**config.mk**
```make
export PLATFORM = sky130hd
export DESIGN_NAME = dice_roller
export DESIGN_NICKNAME = d
export VERILOG_FILES = /design/src/rtl/dice_pkg.sv /design/src/rtl/die_counter.sv /design/src/rtl/dice_roller.sv
export SDC_FILE = /design/constraint.sdc
export NUM_CORES = 1
export LEC_CHECK = 0
export CAP_MARGIN = 20
export CORE_ASPECT_RATIO = 1.4
export CORE_MARGIN = 2
export CORE_UTILIZATION = 47
export DETAILED_ROUTE_END_ITERATION = 12
export GPL_TIMING_DRIVEN = 0
export HOLD_SLACK_MARGIN = 0.05
export PLACE_DENSITY_LB_ADDON = 0.2
export SETUP_SLACK_MARGIN = 0.5
export SLEW_MARGIN = 0
export SYNTH_ARGS = -nofsm -noshare
export SYNTH_HDL_FRONTEND = slang
export SYNTH_HIERARCHICAL = 1
export SYNTH_SLANG_ARGS = --single-unit
export TNS_END_PERCENT = 20
```
**constraint.sdc**
```tcl
create_clock -name clk -period 1.7 [get_ports clk]
set_clock_uncertainty 0.1 [all_clocks]
set_input_delay 0.255 -clock clk [delete_from_list [all_inputs] [get_ports clk]]
set_output_delay 0.255 -clock clk [all_outputs]
set_load 0.01 [all_outputs]
```
**src/rtl/dice_pkg.sv**
```systemverilog
// Shared types and constants for the dice roller: FSM states, die range and sum width.
package dice_pkg;

  typedef enum logic [1:0] {
    IDLE    = 2'd0,
    ROLLING = 2'd1,
    SETTLE  = 2'd2,
    PRESENT = 2'd3
  } state_t;

  localparam int         SUM_W     = 4;
  localparam logic [2:0] DIE_MIN   = 3'd1;
  localparam logic [2:0] DIE_MAX   = 3'd6;
  localparam logic [7:0] ROLLS_MAX = 8'd255;

  function automatic logic [SUM_W-1:0] die_sum(input logic [2:0] a, input logic [2:0] b);
    return {1'b0, a} + {1'b0, b};
  endfunction

endpackage

```
**src/rtl/die_counter.sv**
```systemverilog
// One die: counts DIE_MIN..DIE_MAX while enabled and flags the wrap back to DIE_MIN.
module die_counter
  import dice_pkg::*;
(
  input  logic       clk,
  input  logic       clear,
  input  logic       enable,
  output logic [2:0] value,
  output logic       wrap
);

  // Wrap is combinational so a chained die advances on the same edge.
  assign wrap = enable && (value >= DIE_MAX);

  always_ff @(posedge clk) begin
    if (clear) begin
      value <= DIE_MIN;
    end else if (wrap) begin
      value <= DIE_MIN;
    end else if (enable) begin
      value <= value + 3'd1;
    end
  end

endmodule

```
**src/rtl/dice_roller.sv**
```systemverilog
// Two-dice roller: synchronised and debounced roll button drives a four-state FSM over two chained dice.
module dice_roller
  import dice_pkg::*;
#(
  parameter int DEB_CYCLES = 4
) (
  input  logic             clk,
  input  logic             rst,
  input  logic             rb,
  output logic [2:0]       die1,
  output logic [2:0]       die2,
  output logic [SUM_W-1:0] sum,
  output logic             sum_valid,
  output logic             busy,
  output logic [7:0]       rolls
);

  localparam logic [3:0] DEB_LAST = 4'(DEB_CYCLES - 1);

  function automatic logic [7:0] sat_inc(input logic [7:0] v);
    return (v == ROLLS_MAX) ? v : v + 8'd1;
  endfunction

  logic       rb_p0;
  logic       rb_p1;
  logic       rb_db;
  logic [3:0] deb_cnt;

  state_t     state;
  state_t     state_next;
  logic       advance;
  logic       die1_wrap;
  logic       die2_wrap_unused;

  // Stage p0/p1: two-flop synchroniser, then debounce on the p1 sample.
  always_ff @(posedge clk) begin
    if (rst) begin
      rb_p0   <= 1'b0;
      rb_p1   <= 1'b0;
      rb_db   <= 1'b0;
      deb_cnt <= 4'd0;
    end else begin
      rb_p0 <= rb;
      rb_p1 <= rb_p0;
      if (rb_p1 != rb_db) begin
        if (deb_cnt == DEB_LAST) begin
          rb_db   <= rb_p1;
          deb_cnt <= 4'd0;
        end else begin
          deb_cnt <= deb_cnt + 4'd1;
        end
      end else begin
        deb_cnt <= 4'd0;
      end
    end
  end

  always_ff @(posedge clk) begin
    if (rst) begin
      state <= IDLE;
    end else begin
      state <= state_next;
    end
  end

  always_comb begin
    state_next = state;
    advance    = 1'b0;
    case (state)
      IDLE: begin
        if (rb_db) state_next = ROLLING;
      end
      ROLLING: begin
        if (rb_db) advance    = 1'b1;
        else       state_next = SETTLE;
      end
      SETTLE:  state_next = PRESENT;
      PRESENT: state_next = IDLE;
      default: state_next = IDLE;
    endcase
  end

  die_counter u_die1 (
    .clk    (clk),
    .clear  (rst),
    .enable (advance),
    .value  (die1),
    .wrap   (die1_wrap)
  );

  die_counter u_die2 (
    .clk    (clk),
    .clear  (rst),
    .enable (die1_wrap),
    .value  (die2),
    .wrap   (die2_wrap_unused)
  );

  // Sum and roll count are captured together on the edge leaving SETTLE.
  always_ff @(posedge clk) begin
    if (rst) begin
      sum   <= '0;
      rolls <= 8'd0;
    end else if (state == SETTLE) begin
      sum   <= die_sum(die1, die2);
      rolls <= sat_inc(rolls);
    end
  end

  assign sum_valid = (state == PRESENT);
  assign busy      = (state != IDLE);

endmodule

```
# == Yosys cells after proc, flatten, opt, wreduce, memory -nomap -nowiden ==
# Index checks and enable logic that the tools add are counted.
# totals
register_bits,27
in_bits,3
out_inout_bits,20
wordCells,41
# op_classes
n_addsub,5
magnitude_cmp,2
n_eq_ne,8
n_mux,5
n_bitwise,2
reduce_logical,10
# ops
op,count
$add A8 B1 Y8 const B,1
$eq A8 B8 Y1 const B,1
$pmux W2 S4,1
$add A3 B1 Y3 const B,2
$ge A3 B3 Y1 const B,2
$reduce_and A2 Y1,3
$add A3 B3 Y4,1
$add A4 B1 Y4 const B,1
$eq A2 B2 Y1 const B,2
$eq A4 B2 Y1 const B,1
$mux W2,2
$ne A2 B2 Y1 const B,2
$reduce_or A2 Y1,2
$reduce_or A3 Y1,1
$eq A2 B1 Y1 const B,1
$logic_and A1 B1 Y1,2
$logic_not A2 Y1,1
$mux W1,2
$not A1 Y1,2
$reduce_bool A2 Y1,1
$ne A1 B1 Y1,1

# == Logic depth before layout (Yosys ltp) ==
# Gate-level depths: netlist of run 1.
# logic_depth
depth_word,5
ltp_mapped,6
ltp_nobuf,6

# == Modules after synthesis ==
# Netlist of run 1, hierarchy kept.
# by_module_without_submodules
module,n_inst,cells_each,area_each_um2,seq_area_each_um2
dice_roller,1,110,1078.5,420.4
die_counter,2,18,173.9,60.1

# == Least setup slack after synthesis of run 1 ==
# Ideal clock, no wire load.
# synth_timing
path_kind,register -> register
from,register u_die1.value[0]
to,register u_die2.value[0]
setup_ns,0.120
arrival_ns,1.530
required_time_ns,1.480
path_slack_ns,-0.050
path_stages_with_launch,7
path_buffers,0
synth_period_minus_slack_ns,1.750
path_cell_list,dfxtp_1 > inv_1 > ha_1 > o21a_2 > and2_1 > or3_1 > o31a_1
# synth_via
elab_chain_len,4
# synth_rtl
element,line_no,text
"start, declared",die_counter.sv:8,"output logic [2:0] value,"
"start signal, assigned",die_counter.sv:21,value <= value + 3'd1;
$ge A3 B3 Y1 *,die_counter.sv:13,assign wrap = enable && (value >= DIE_MAX);
$logic_and A1 B1 Y1 *,die_counter.sv:13,
named net die1_wrap,dice_roller.sv:32,logic die1_wrap;
$logic_and A1 B1 Y1,die_counter.sv:13,
$reduce_or A2 Y1 (no source line),--,
"end signal, assigned",die_counter.sv:21,
"end, declared",die_counter.sv:8,
# The timed path passes the listed nets; every way through them passes the cells marked *.
# A chain may end at the register's enable or synchronous reset.

# == Final worst setup path of run 1 ==
# Same ends and word-level chain as after synthesis.

==> summary.txt, run 1 <==
Number of nets at the end of the flow -> 202
Leakage -> 0.000892 uW
All-Layer GR Usage -> 0.196
Detail-routed net length per standard cell -> 13.8 um
Clock power share -> 0.289
Die ar. -> 3480 um^2
Worst hold-check path type -> flip-flop to flip-flop
Average footprint of a synthesized cell -> 9.79 um^2
Number of global-route vias before repair -> 1190
Buffer cell driving the clock tree root -> sky130_fd_sc_hd__clkbuf_8
Final cell utilization of the core -> 0.698
Drt first-iter violations -> 10
Max clock buf depth -> 2
Vias after detailed routing -> 1183
Arrival time worst endpoint -> 1620 ps
Post-CTS clock slew at the launch and capture registers of the worst setup and hold paths -> 90 ps
Minimum clock period after layout -> 1560 ps
Worst path required time -> 1760 ps
Cell area after synthesis -> 1420 um^2
Placement Cell Area -> 1740 um^2
Max-slew violation count -> 0
Setup violation total in the final timing report -> 0
CP max stage delay -> 380 ps
Reg-to-reg setup timing slack -> 140 ps
Transition time at the pin with the least slew margin -> 317 ps
Synthesized Nets -> 163
Layout cells sized above 1 -> 0.372
Maximum number of pins on one net before global-route repair -> 15
Height of the die -> 69.0 um
Max-capacitance violation count -> 0
Critical Path, Cell by Cell -> inv_4 > ha_4 > o21a_2 > and2_4 > or3_4 > o31a_1
Antenna diodes -> 0
HPWL Detailed -> 2100 um
Cell Rows -> 23
Count of mapped cells out of synthesis -> 145
Peak fanout along the critical path -> 5
Combinational share of power -> 0.168
TritonCTS clock tree -> yes
Wire length after detailed routing -> 3040 um
FMAX -> 0.642 GHz
I/O pins -> 23
Flop pwr share -> 0.543
Status -> completed
Area of the placeable core -> 2880 um^2
Final cycle utilization of the critical path -> 0.916
Remaining number of nets flagged by the antenna check after routing -> 0
Power after layout -> 1250 uW
Total power divided by cell area -> 622 nW/um^2
Clock latency on the worst-skew pair -> 270 ps
Aggregate global routing overflow -> 0
Critical Path End Type -> flip-flop
P&R area growth vs syn -> 41.4%
DRC violations left -> 0
P_sw -> 324 uW
Max IR drop VDD -> 0.524 mV
Wire length of the first global-routing pass -> 5460 um
Number of buffers created by CTS -> 3
WP buf/inv -> 1
Slowest cell on crit path -> sky130_fd_sc_hd__dfxtp_4
RSZ-0062 raised after global routing -> true
Via count normalized by instance count -> 5.38
Net Sw Frac -> 0.259
Die width -> 50.5 um
Nature of the critical path startpoint -> flip-flop
Number of detailed-routing iterations run before antenna repair -> 4
Internal power consumption -> 927 uW
Number of failing hold endpoints at the final stage -> 0
Post-route design area -> 2010 um^2
Cell class contributing the biggest share of worst-path delay -> simple AND/OR/NAND/NOR gates
CTS Sinks -> 27
Initial standard-cell utilization of the core -> 0.493
Headroom to the max-slew limit -> 0.788
Count of buffers inserted at the top-level ports -> 22
Total number of H-tree levels -> 1
Critical path type -> flip-flop to flip-flop
Yosys warns -> 6
Number of antenna violations at the first check in global routing -> 0
Placer's final routability congestion estimate -> 0.753
[timing repair]
action / in CTS / in global routing
endpoints found under the setup margin: 47 / 45
buffers inserted: 9 / 3
pin swaps: 6 / 2
hold buffers: 0 / 0
resized for setup: 48 / 14
[final timing paths]
check,start,to,cells past startpoint
max reg2reg,u_die1/value[0],u_die2/value[0],6
min reg2reg,rb_p0,rb_p1,1
min,rb_p0,rb_p1,1
max,u_die1/value[0],u_die2/value[0],6
[metal layers]
layer,track usage,wire length (um),up-vias
met3,0.0195,61,2
li1,-,-,583
met5,0,0,-
met1,0.233,1260,580
met2,0.363,1700,18
met4,0.0541,17,0
[power groups by stage]
stage	logic, uW	clock network (uW)	registers (uW)
after floorplan	98.4	0	691
after detailed placement	169	0	691
after global placement	160	0	689
final	210	361	679
after CTS	203	373	679
after global routing	231	395	684
[final cells by class]
| class | instances | area (um^2) |
|---|---|---|
| multi-input combinational | 102 | 953 |
| fill | 226 | 870 |
| sequential | 27 | 573 |
| timing repair buffer | 34 | 302 |
| inverter | 12 | 52.6 |
| tap | 37 | 46.3 |
| clock buffer | 4 | 45.0 |
| buffer | 4 | 36.3 |
[stage by stage]
stage | instances | hold WS [ps] | TNS, ps | worst slack (ps)
detailed placement | 204 | 328 | -4460 | -411
global placement | 204 | 319 | -3990 | -383
CTS | 217 | 334 | 0 | 168
finish | 220 | 348 | 0 | 142
global route | 220 | 366 | 0 | 92.8
floorplan | 145 | 224 | 0 | 174
[cell usage in the layout (no fill, tap or decap), types with 3 or more instances in the layout]
| cell type | instances |
|---|---|
| sky130_fd_sc_hd__dlymetal6s2s_1 | 4 |
| sky130_fd_sc_hd__dfxtp_2 | 8 |
| sky130_fd_sc_hd__nor2b_1 | 5 |
| sky130_fd_sc_hd__mux2i_1 | 5 |
| sky130_fd_sc_hd__ha_4 | 5 |
| sky130_fd_sc_hd__dfxtp_4 | 6 |
| sky130_fd_sc_hd__dfxtp_1 | 13 |
| sky130_fd_sc_hd__mux2_4 | 3 |
| sky130_fd_sc_hd__inv_4 | 3 |
| sky130_fd_sc_hd__buf_2 | 3 |
| sky130_fd_sc_hd__a211oi_2 | 4 |
| sky130_fd_sc_hd__xnor2_1 | 3 |
| sky130_fd_sc_hd__nand2b_1 | 4 |
| sky130_fd_sc_hd__clkbuf_8 | 3 |
| sky130_fd_sc_hd__dlygate4sd2_1 | 15 |
| sky130_fd_sc_hd__nor2_1 | 15 |
| sky130_fd_sc_hd__buf_4 | 11 |
| sky130_fd_sc_hd__a21oi_1 | 3 |
| sky130_fd_sc_hd__ha_1 | 7 |
| sky130_fd_sc_hd__inv_1 | 9 |
| sky130_fd_sc_hd__nand2_1 | 3 |
[registers in the layout (all words and copies together) (netlist names)]
register and count:
state 2, rb_p0 1, deb_cnt 4, u_die2/value 3
rolls 8, rb_db 1, sum 4, u_die1/value 3
rb_p1 1
(Power assumes the default switching activity.)
==> run 2: changes to the inputs <==
CAP_MARGIN = default   (was 20)
PLACE_DENSITY = 0.78   (was default)
PLACE_DENSITY_LB_ADDON = default   (was 0.2)
==> summary.txt, run 2 (synthesis gave the netlist of run 1 again) <==
Wire length of the first global-routing pass -> 5490 um
HPWL Detailed -> 2090 um
Register with the highest flop count -> rolls
Cell Rows -> 23
P&R area growth vs syn -> 40.1%
RSZ-0062 raised after global routing -> true
Headroom to the max-slew limit -> 0.800
Filler instances -> 212
Commonest cells after routing, fill and taps aside -> sky130_fd_sc_hd__nor2_1 (15), sky130_fd_sc_hd__dfxtp_1 (13), sky130_fd_sc_hd__buf_4 (12)
Number of antenna violations at the first check in global routing -> 0
Max-capacitance violation count -> 0
Die width -> 50.5 um
Initial standard-cell utilization of the core -> 0.493
Critical path type -> flip-flop to flip-flop
Count of cells along the worst register-to-register path -> 4
Worst hold-check path type -> flip-flop to flip-flop
Capture point of the worst reg-to-reg path -> u_die1/value[2]
Flip-flop count of the largest register, all copies and words added -> 8
Leakage -> 0.000827 uW
Max IR drop VDD -> 0.562 mV
Number of buffers created by CTS -> 3
Drt first-iter violations -> 16
Start point of the worst hold path -> deb_cnt[0]
Max clock buf depth -> 2
Antenna diodes -> 0
Worst setup slack before clock tree synthesis -> -391 ps
Transition time at the pin with the least slew margin -> 301 ps
Number of stages on the worst hold path -> 1
Arrival time worst endpoint -> 1650 ps
Remaining number of nets flagged by the antenna check after routing -> 0
DRC violations left -> 0
CP max stage delay -> 510 ps
Placer's final routability congestion estimate -> 0.723
Aggregate global routing overflow -> 0
Slowest cell on crit path -> sky130_fd_sc_hd__or4b_1
Critical Path End Type -> flip-flop
Amount of wire on met3 after detailed routing -> 75 um
WL met2 -> 1720 um
Min setup slack post-route -> 140 ps
Count of hold buffers inserted by post-cts repair -> 0
Maximum number of pins on one net before global-route repair -> 15
Post-route design area -> 1990 um^2
Via count normalized by instance count -> 5.40
Vias after detailed routing -> 1193
Buffer cell driving the clock tree root -> sky130_fd_sc_hd__clkbuf_8
Max-slew violation count -> 0
Most common cell after layout, fill and taps aside -> sky130_fd_sc_hd__nor2_1
Detail-routed net length per standard cell -> 14.5 um
Total negative slack -> 0 ps
Clock latency on the worst-skew pair -> 270 ps
All-Layer GR Usage -> 0.201
Die ar. -> 3480 um^2
Worst path required time -> 1790 ps
FMAX -> 0.641 GHz
Power after layout -> 1260 uW
Peak fanout along the critical path -> 4
Area of the placeable core -> 2880 um^2
Startpoint of the worst-slack reg-to-reg timing path -> u_die1/value[0]
Layout cells sized above 1 -> 0.342
Minimum clock period after layout -> 1560 ps
Nature of the critical path startpoint -> flip-flop
Cell class contributing the biggest share of worst-path delay -> simple AND/OR/NAND/NOR gates
Wire length on met1 -> 1310 um
Critical Path, Cell by Cell -> buf_4 > ha_1 > or4b_1 > a31oi_1
Count of buffers inserted at the top-level ports -> 22
Destination of the worst hold path -> deb_cnt[0]
Wire length after detailed routing -> 3200 um
Total power divided by cell area -> 635 nW/um^2
Number of failing hold endpoints at the final stage -> 0
WP buf/inv -> 1
Number of global-route vias before repair -> 1222
Registers with the most flip-flops -> rolls (8), deb_cnt (4), sum (4)
Total number of H-tree levels -> 1
Setup violation total in the final timing report -> 0
Post-CTS clock slew at the launch and capture registers of the worst setup and hold paths -> 80 ps
Number of nets at the end of the flow -> 203
Placement Cell Area -> 1740 um^2
Final cycle utilization of the critical path -> 0.918
Number of detailed-routing iterations run before antenna repair -> 4
Top sig layer -> met4
I/O pins -> 23
Reg-to-reg setup timing slack -> 140 ps
Status -> completed
Height of the die -> 69.0 um
CTS Sinks -> 27
Smallest hold slack -> 339 ps
TritonCTS clock tree -> yes
## run 2: changes by cell type in the layout (fill, tap and decap cells not counted), sizes merged
cell	change
clkdlybuf4s50	+5
dlygate4sd2	-4
dlymetal6s2s	-3
buf	+1
clkbuf	+1
clkdlybuf4s15	+1
## run 2: routing by layer
metal	vias to the layer above	global-route usage
met5	-	0
met4	0	0.0961
met3	9	0.0216
met2	22	0.368
met1	576	0.221
li1	586	-
## run 2: final cells by class
type | instances | area (um^2) | share of cell area
Buffer | 4 | 32.5 | 0.0164
Clock buffer | 4 | 45.0 | 0.0226
Inverter | 12 | 50.0 | 0.0252
Multi-Input combinational cell | 102 | 938 | 0.472
Sequential cell | 27 | 576 | 0.289
Tap cell | 37 | 46.3 | 0.0233
Timing Repair Buffer | 35 | 302 | 0.152
## run 2: metrics by stage
step           utilization  instances
2_1_floorplan            -        145
3_3_place_gp         0.606        204
4_1_cts              0.670        218
3_5_place_dp         0.606        204
5_1_grt              0.691        221
6_report             0.691        221
## run 2: power by group
group          switching [uW]  internal (uW)  total, uW
Sequential               28.6            650        678
Clock                     190            168        358
Combinational             103            124        227
## run 2: what timing repair did
item	CTS	global route
pin swaps	5	6
buffers inserted	10	3
resized for setup	38	15
setup endpoints to repair	47	45
## run 2: worst max-delay path by stage
stage                          startpoint  cells after the start               to  slack [ps]
after floorplan           u_die1/value[0]                      6  u_die2/value[0]         170
after global placement                rst                      4         rolls[2]        -380
after detailed placement              rst                      4         rolls[2]        -390
after CTS                 u_die1/value[0]                      6  u_die2/value[0]         140
after global routing      u_die1/value[0]                      4  u_die1/value[2]          90
final                     u_die1/value[0]                      4  u_die1/value[2]         140
==> run 3: changes to the inputs <==
CTS_CLUSTER_SIZE = 25   (was default)
==> results of run 3 <==
Final layout, timing and power as in run 2 (identical DEF).
